==> src/rtl/change_dispenser.sv <==
// Coin change dispenser: pays out owed change as dimes/nickels through a
// request/ack hopper handshake, with inventory tracking and jam timeout.
module change_dispenser #(
    parameter int unsigned NICKLE_INIT = 8,
    parameter int unsigned DIME_INIT   = 8,
    parameter int unsigned CNT_W       = 5,
    parameter int unsigned ACK_TIMEOUT = 15
) (
    input  logic             i_clk,
    input  logic             i_rst,
    input  logic             i_soda,
    input  logic [2:0]       i_change,
    input  logic             i_refill,
    input  logic             i_coin_ack,
    output logic             o_nickle_out,
    output logic             o_dime_out,
    output logic             o_busy,
    output logic             o_done,
    output logic             o_short,
    output logic [2:0]       o_owed,
    output logic [CNT_W-1:0] o_nickle_cnt,
    output logic [CNT_W-1:0] o_dime_cnt
);

    localparam int unsigned TMR_W = $clog2(ACK_TIMEOUT + 1);

    typedef enum logic [1:0] {
        StIdle,
        StSelect,
        StWaitAck,
        StFinish
    } state_e;

    state_e           state_q, state_d;
    logic [2:0]       rem_q, rem_d;
    logic [TMR_W-1:0] timer_q, timer_d;
    logic             dime_sel_q, dime_sel_d;
    logic [CNT_W-1:0] nickle_cnt_q, nickle_cnt_d;
    logic [CNT_W-1:0] dime_cnt_q, dime_cnt_d;

    logic             nickle_out_q, dime_out_q, busy_q, done_q, short_q;
    logic [2:0]       owed_q;
    logic             nickle_out_d, dime_out_d, busy_d, done_d, short_d;
    logic [2:0]       owed_d;

    always_comb begin
        state_d      = state_q;
        rem_d        = rem_q;
        timer_d      = timer_q;
        dime_sel_d   = dime_sel_q;
        nickle_cnt_d = nickle_cnt_q;
        dime_cnt_d   = dime_cnt_q;

        unique case (state_q)
            StIdle: begin
                if (i_refill) begin
                    nickle_cnt_d = CNT_W'(NICKLE_INIT);
                    dime_cnt_d   = CNT_W'(DIME_INIT);
                end
                if (i_soda) begin
                    rem_d   = i_change;
                    // Invalid codes skip payout and report the whole code as owed.
                    state_d = (i_change <= 3'd4) ? StSelect : StFinish;
                end
            end
            StSelect: begin
                timer_d = '0;
                if (rem_q == 3'd0) begin
                    state_d = StFinish;
                end else if (rem_q >= 3'd2 && dime_cnt_q != '0) begin
                    dime_sel_d = 1'b1;
                    state_d    = StWaitAck;
                end else if (nickle_cnt_q != '0) begin
                    dime_sel_d = 1'b0;
                    state_d    = StWaitAck;
                end else begin
                    state_d = StFinish;
                end
            end
            StWaitAck: begin
                if (i_coin_ack) begin
                    if (dime_sel_q) begin
                        dime_cnt_d = dime_cnt_q - 1'b1;
                        rem_d      = rem_q - 3'd2;
                    end else begin
                        nickle_cnt_d = nickle_cnt_q - 1'b1;
                        rem_d        = rem_q - 3'd1;
                    end
                    timer_d = '0;
                    state_d = StSelect;
                end else begin
                    timer_d = timer_q + 1'b1;
                    if (timer_d == TMR_W'(ACK_TIMEOUT)) begin
                        // Jammed hopper: treat that coin type as exhausted.
                        if (dime_sel_q) dime_cnt_d = '0;
                        else            nickle_cnt_d = '0;
                        timer_d = '0;
                        state_d = StSelect;
                    end
                end
            end
            StFinish: state_d = StIdle;
            default:  state_d = StIdle;
        endcase

        // Outputs are registered from next-state so they line up with the state.
        dime_out_d   = (state_d == StWaitAck) && dime_sel_d;
        nickle_out_d = (state_d == StWaitAck) && !dime_sel_d;
        busy_d       = (state_d != StIdle);
        done_d       = (state_d == StFinish);
        owed_d       = done_d ? rem_d : 3'd0;
        short_d      = done_d && (rem_d != 3'd0);
    end

    always_ff @(posedge i_clk) begin
        if (i_rst) begin
            state_q      <= StIdle;
            rem_q        <= 3'd0;
            timer_q      <= '0;
            dime_sel_q   <= 1'b0;
            nickle_cnt_q <= CNT_W'(NICKLE_INIT);
            dime_cnt_q   <= CNT_W'(DIME_INIT);
            nickle_out_q <= 1'b0;
            dime_out_q   <= 1'b0;
            busy_q       <= 1'b0;
            done_q       <= 1'b0;
            short_q      <= 1'b0;
            owed_q       <= 3'd0;
        end else begin
            state_q      <= state_d;
            rem_q        <= rem_d;
            timer_q      <= timer_d;
            dime_sel_q   <= dime_sel_d;
            nickle_cnt_q <= nickle_cnt_d;
            dime_cnt_q   <= dime_cnt_d;
            nickle_out_q <= nickle_out_d;
            dime_out_q   <= dime_out_d;
            busy_q       <= busy_d;
            done_q       <= done_d;
            short_q      <= short_d;
            owed_q       <= owed_d;
        end
    end

    assign o_nickle_out = nickle_out_q;
    assign o_dime_out   = dime_out_q;
    assign o_busy       = busy_q;
    assign o_done       = done_q;
    assign o_short      = short_q;
    assign o_owed       = owed_q;
    assign o_nickle_cnt = nickle_cnt_q;
    assign o_dime_cnt   = dime_cnt_q;

endmodule

==> config.mk <==
export PLATFORM = sky130hd
export DESIGN_NAME = change_dispenser
export DESIGN_NICKNAME = d
export VERILOG_FILES = /design/src/rtl/change_dispenser.sv
export SDC_FILE = /design/constraint.sdc
export NUM_CORES = 1
export LEC_CHECK = 0
export CORE_AREA = 2 2 51 77
export DETAILED_ROUTE_END_ITERATION = 8
export DIE_AREA = 0 0 53 79
export GPL_TIMING_DRIVEN = 1
export PLACE_DENSITY = 0.73
export RECOVER_POWER = 25
export SYNTH_ARGS = -nofsm -noshare
export SYNTH_HDL_FRONTEND = slang
export SYNTH_SLANG_ARGS = --single-unit
==> constraint.sdc <==
create_clock -name i_clk -period 2.12 [get_ports i_clk]
set_clock_uncertainty 0.1 [all_clocks]
set_input_delay 0.212 -clock i_clk [delete_from_list [all_inputs] [get_ports i_clk]]
set_output_delay 0.212 -clock i_clk [all_outputs]
set_load 0.1 [all_outputs]
==> results.py, run 1 <==
metrics = {
    "status": {
        "status": "complete, no violations",
    },
    "grt": {
        "grt_usage": 0.203,
        "grt_pass1_wl_um": 6450,
        "first_global_vias": 1444,
        "grt-ovfl-total": 0,
        "antenna_found_initial": 0,
        "grt_max_degree": 21,
    },
    "synth": {
        "ys_seq_elements": 28,
        "synth_cell_types": 45,
        "synth_area_leaders": "dfxtp_1 34%, ha_1 9.2%, nor2_1 5.5%, mux2i_1 4.3%, inv_1 4.2%",
        "synth_edf_count": 0,
        "synth_area_per_cell_um2": 8.52,
        "netlist.top_cell.by_area": "dfxtp_1",
        "synthArstFlopShare": 0,
        "synthFlopType": "dfxtp_1",
        "yosys_warnings": 0,
        "syn_nets": 211,
        "synthCells": 191,
        "netlist_area_um2": 1630,
        "seq_area_frac_synth": 0.345,
        "synth_top_area_share": 0.345,
    },
    "drt": {
        "wl_um": 4080,
        "num_vias": 1568,
        "wl_per_cell_um": 14.2,
        "dr.pass1.iters": 4,
        "wl_met3_um": 87,
        "top_layer": "met4",
        "met2WireLength_um": 2170,
        "drt-initial-drc-count": 25,
        "viasPerCell": 5.44,
        "postRouteAntennaNets": 0,
        "wl_met1_um": 1750,
        "drc_errors": 0,
    },
    "sta": {
        "worst_pin_slew_ns": 1.17,
        "setup_viol": 0,
        "maxSlewViolCount": 0,
        "post-route-period-util": 0.965,
        "fmax_ghz": 0.489,
        "min_period_ns": 2.05,
        "hold_viol": 0,
        "slew_headroom": 0.226,
    },
    "placed_design": {
        "port_buffers": 25,
        "place_area_um2": 2080,
        "routabilityCongestion": 0.823,
        "place_hpwl_um": 2940,
    },
    "floorplanning": {
        "ios": 26,
        "dieArea_um2": 4190,
        "die-height_um": 79,
        "coreArea_um2": 3550,
        "start_util": 0.459,
        "die_w_um": 53,
        "num_rows": 27,
    },
    "final_layout": {
        "layout_commonest_cell": "buf_4",
        "fin_nets": 266,
        "diodes": 0,
        "drive_gt1_frac": 0.318,
        "fin_area_um2": 2230,
        "final_cell_mix": "38 x buf_4, 23 x nor2_1, 17 x inv_1, 14 x dfxtp_1, 12 x o21ai_0",
        "area_growth_pct": 37.4,
    },
    "cts": {
        "numClockSinks": 28,
        "cts_buffers": 3,
        "clock_latency_ns": 0.28,
        "path_clk_slew_ns": 0.10,
        "cts_max_level": 1,
        "cts_root_buffer": "clkbuf_8",
        "cts_tree": "done",
        "cts_hold_buf": 0,
        "clk_path_buf_depth": 2,
    },
    "power": {
        "cellPowerDensity_nw_per_um2": 1350,
        "p_leak_uw": 0.000870,
        "finalPower_uw": 3020,
        "peakVddDrop_uv": 891,
    },
    "setup_path": {
        "cp-start-kind": "register",
        "worst_ep_arrival_time_ns": 2.13,
        "endpoint_kind": "register",
        "critPathLaunch": "timer_q[0]$_SDFFE_PP0P_",
        "critical_path_class": "register to register",
        "worstReg2RegStart": "timer_q[0]$_SDFFE_PP0P_",
        "cp_max_fo": 9,
        "crit_required_ns": 2.21,
    },
    "min_path": {
        "hold_class": "register to register",
        "min_from": "o_nickle_cnt[2]$_SDFFE_PP0P_",
    },
    "flow_run": {
        "maxCapViolations": 0,
    },
}
repair_timing:
action | in CTS | in global routing
buffers inserted | 2 | 2
cloned | 0 | 1
endpoints found under the setup margin | 12 | 22
resized for setup | 2 | 23
pin swaps | 2 | 6
power by group:
| part | leakage [uW] | switching, uW | internal, uW | total (uW) |
|---|---|---|---|---|
| combinational | 0.000601 | 1220 | 652 | 1880 |
| sequential | 0.000234 | 74.5 | 643 | 718 |
| clock | 0.0000357 | 177 | 253 | 430 |
| total | 0.000870 | 1480 | 1550 | 3020 |
cell usage after synthesis (all sizes together), types with 2 or more instances:
master,number
a31oi,4
nand2b,4
a221oi,2
ha,12
inv,18
a211o,2
o21ai,13
nor2b,4
nor2,24
nand3,3
o31ai,3
dfxtp,28
nand3b,2
a311o,2
nand2,11
a21oi,11
or3,2
a311oi,4
buf,2
nor3,6
nor4,2
mux2i,7
o211ai,2
a211oi,3
clkbuf,5
sequential cells by signal (all words and copies together), names as in the netlist:
register / count
o_owed: 3
o_dime_out: 1
rem_q: 3
o_short: 1
dime_sel_q: 1
o_done: 1
o_busy: 1
o_nickle_cnt: 5
o_nickle_out: 1
timer_q: 4
state_q: 2
o_dime_cnt: 5
per-layer routing:
layer  track usage  vias to the layer above
li1              -                      797
met4        0.0846                        0
met5             0                        -
met2         0.356                       23
met1         0.243                      741
met3        0.0226                        7
kinds of logic (layout without fill, tap and decap cells):
kind of cell    Yosys count  after routing  share of synthesized area
compound gates           55             55                      0.262
mux                       7              7                     0.0431
flops                    28             28                      0.345
simple gates             64             64                      0.199
buf+inv                  25             79                     0.0592
fa+ha+maj                12             12                     0.0923
critical path: stages, from the launching register on:
cell       delay, ns
dfxtp_4         0.37
ha_1            0.22
buf_4           0.15
a2111oi_4       0.27
buf_4           0.20
nor3_4          0.05
o31ai_4         0.20
buf_4           0.19
and3b_1         0.18
path summary, 6_finish.rpt:
| kind | cells after the start | slack, ns | end |
|---|---|---|---|
| max | 8 | 0.07 | o_nickle_out$_SDFF_PP0_ |
| min reg2reg | 2 | 0.40 | o_nickle_cnt[2]$_SDFFE_PP0P_ |
| min | 2 | 0.40 | o_nickle_cnt[2]$_SDFFE_PP0P_ |
| max reg2reg | 8 | 0.07 | o_nickle_out$_SDFF_PP0_ |
through the flow:
| stage | hold WS, ns | std cells | utilization | setup WS, ns | TNS, ns |
|---|---|---|---|---|---|
| floorplan | 0.286 | 191 | - | 0.0247 | 0 |
| global placement | 0.381 | 279 | 0.585 | -0.0359 | -0.108 |
| detailed placement | 0.390 | 279 | 0.585 | -0.0430 | -0.189 |
| CTS | 0.405 | 285 | 0.611 | 0.00715 | 0 |
| global route | 0.444 | 288 | 0.630 | -0.0166 | -0.0188 |
| finish | 0.403 | 288 | 0.630 | 0.0733 | 0 |
layout make-up:
| type | count | area (um^2) |
|---|---|---|
| Multi-Input combinational cell | 138 | 1040 |
| Inverter | 18 | 67.6 |
| Clock inverter | 1 | 30.0 |
| Fill cell | 334 | 1310 |
| Sequential cell | 28 | 588 |
| Timing Repair Buffer | 57 | 410 |
| Clock buffer | 3 | 41.3 |
| Tap cell | 43 | 53.8 |
No activity file was read; power rests on OpenSTA's default activity.
==> inputs of run 2 (changes only) <==
--- a/config.mk
+++ b/config.mk
@@ -11,6 +11,7 @@
 export GPL_TIMING_DRIVEN = 1
 export PLACE_DENSITY = 0.73
 export RECOVER_POWER = 25
+export SLEW_MARGIN = 15
 export SYNTH_ARGS = -nofsm -noshare
 export SYNTH_HDL_FRONTEND = slang
 export SYNTH_SLANG_ARGS = --single-unit
==> results of run 2 <==
Final layout, timing and power as in run 1 (identical DEF).
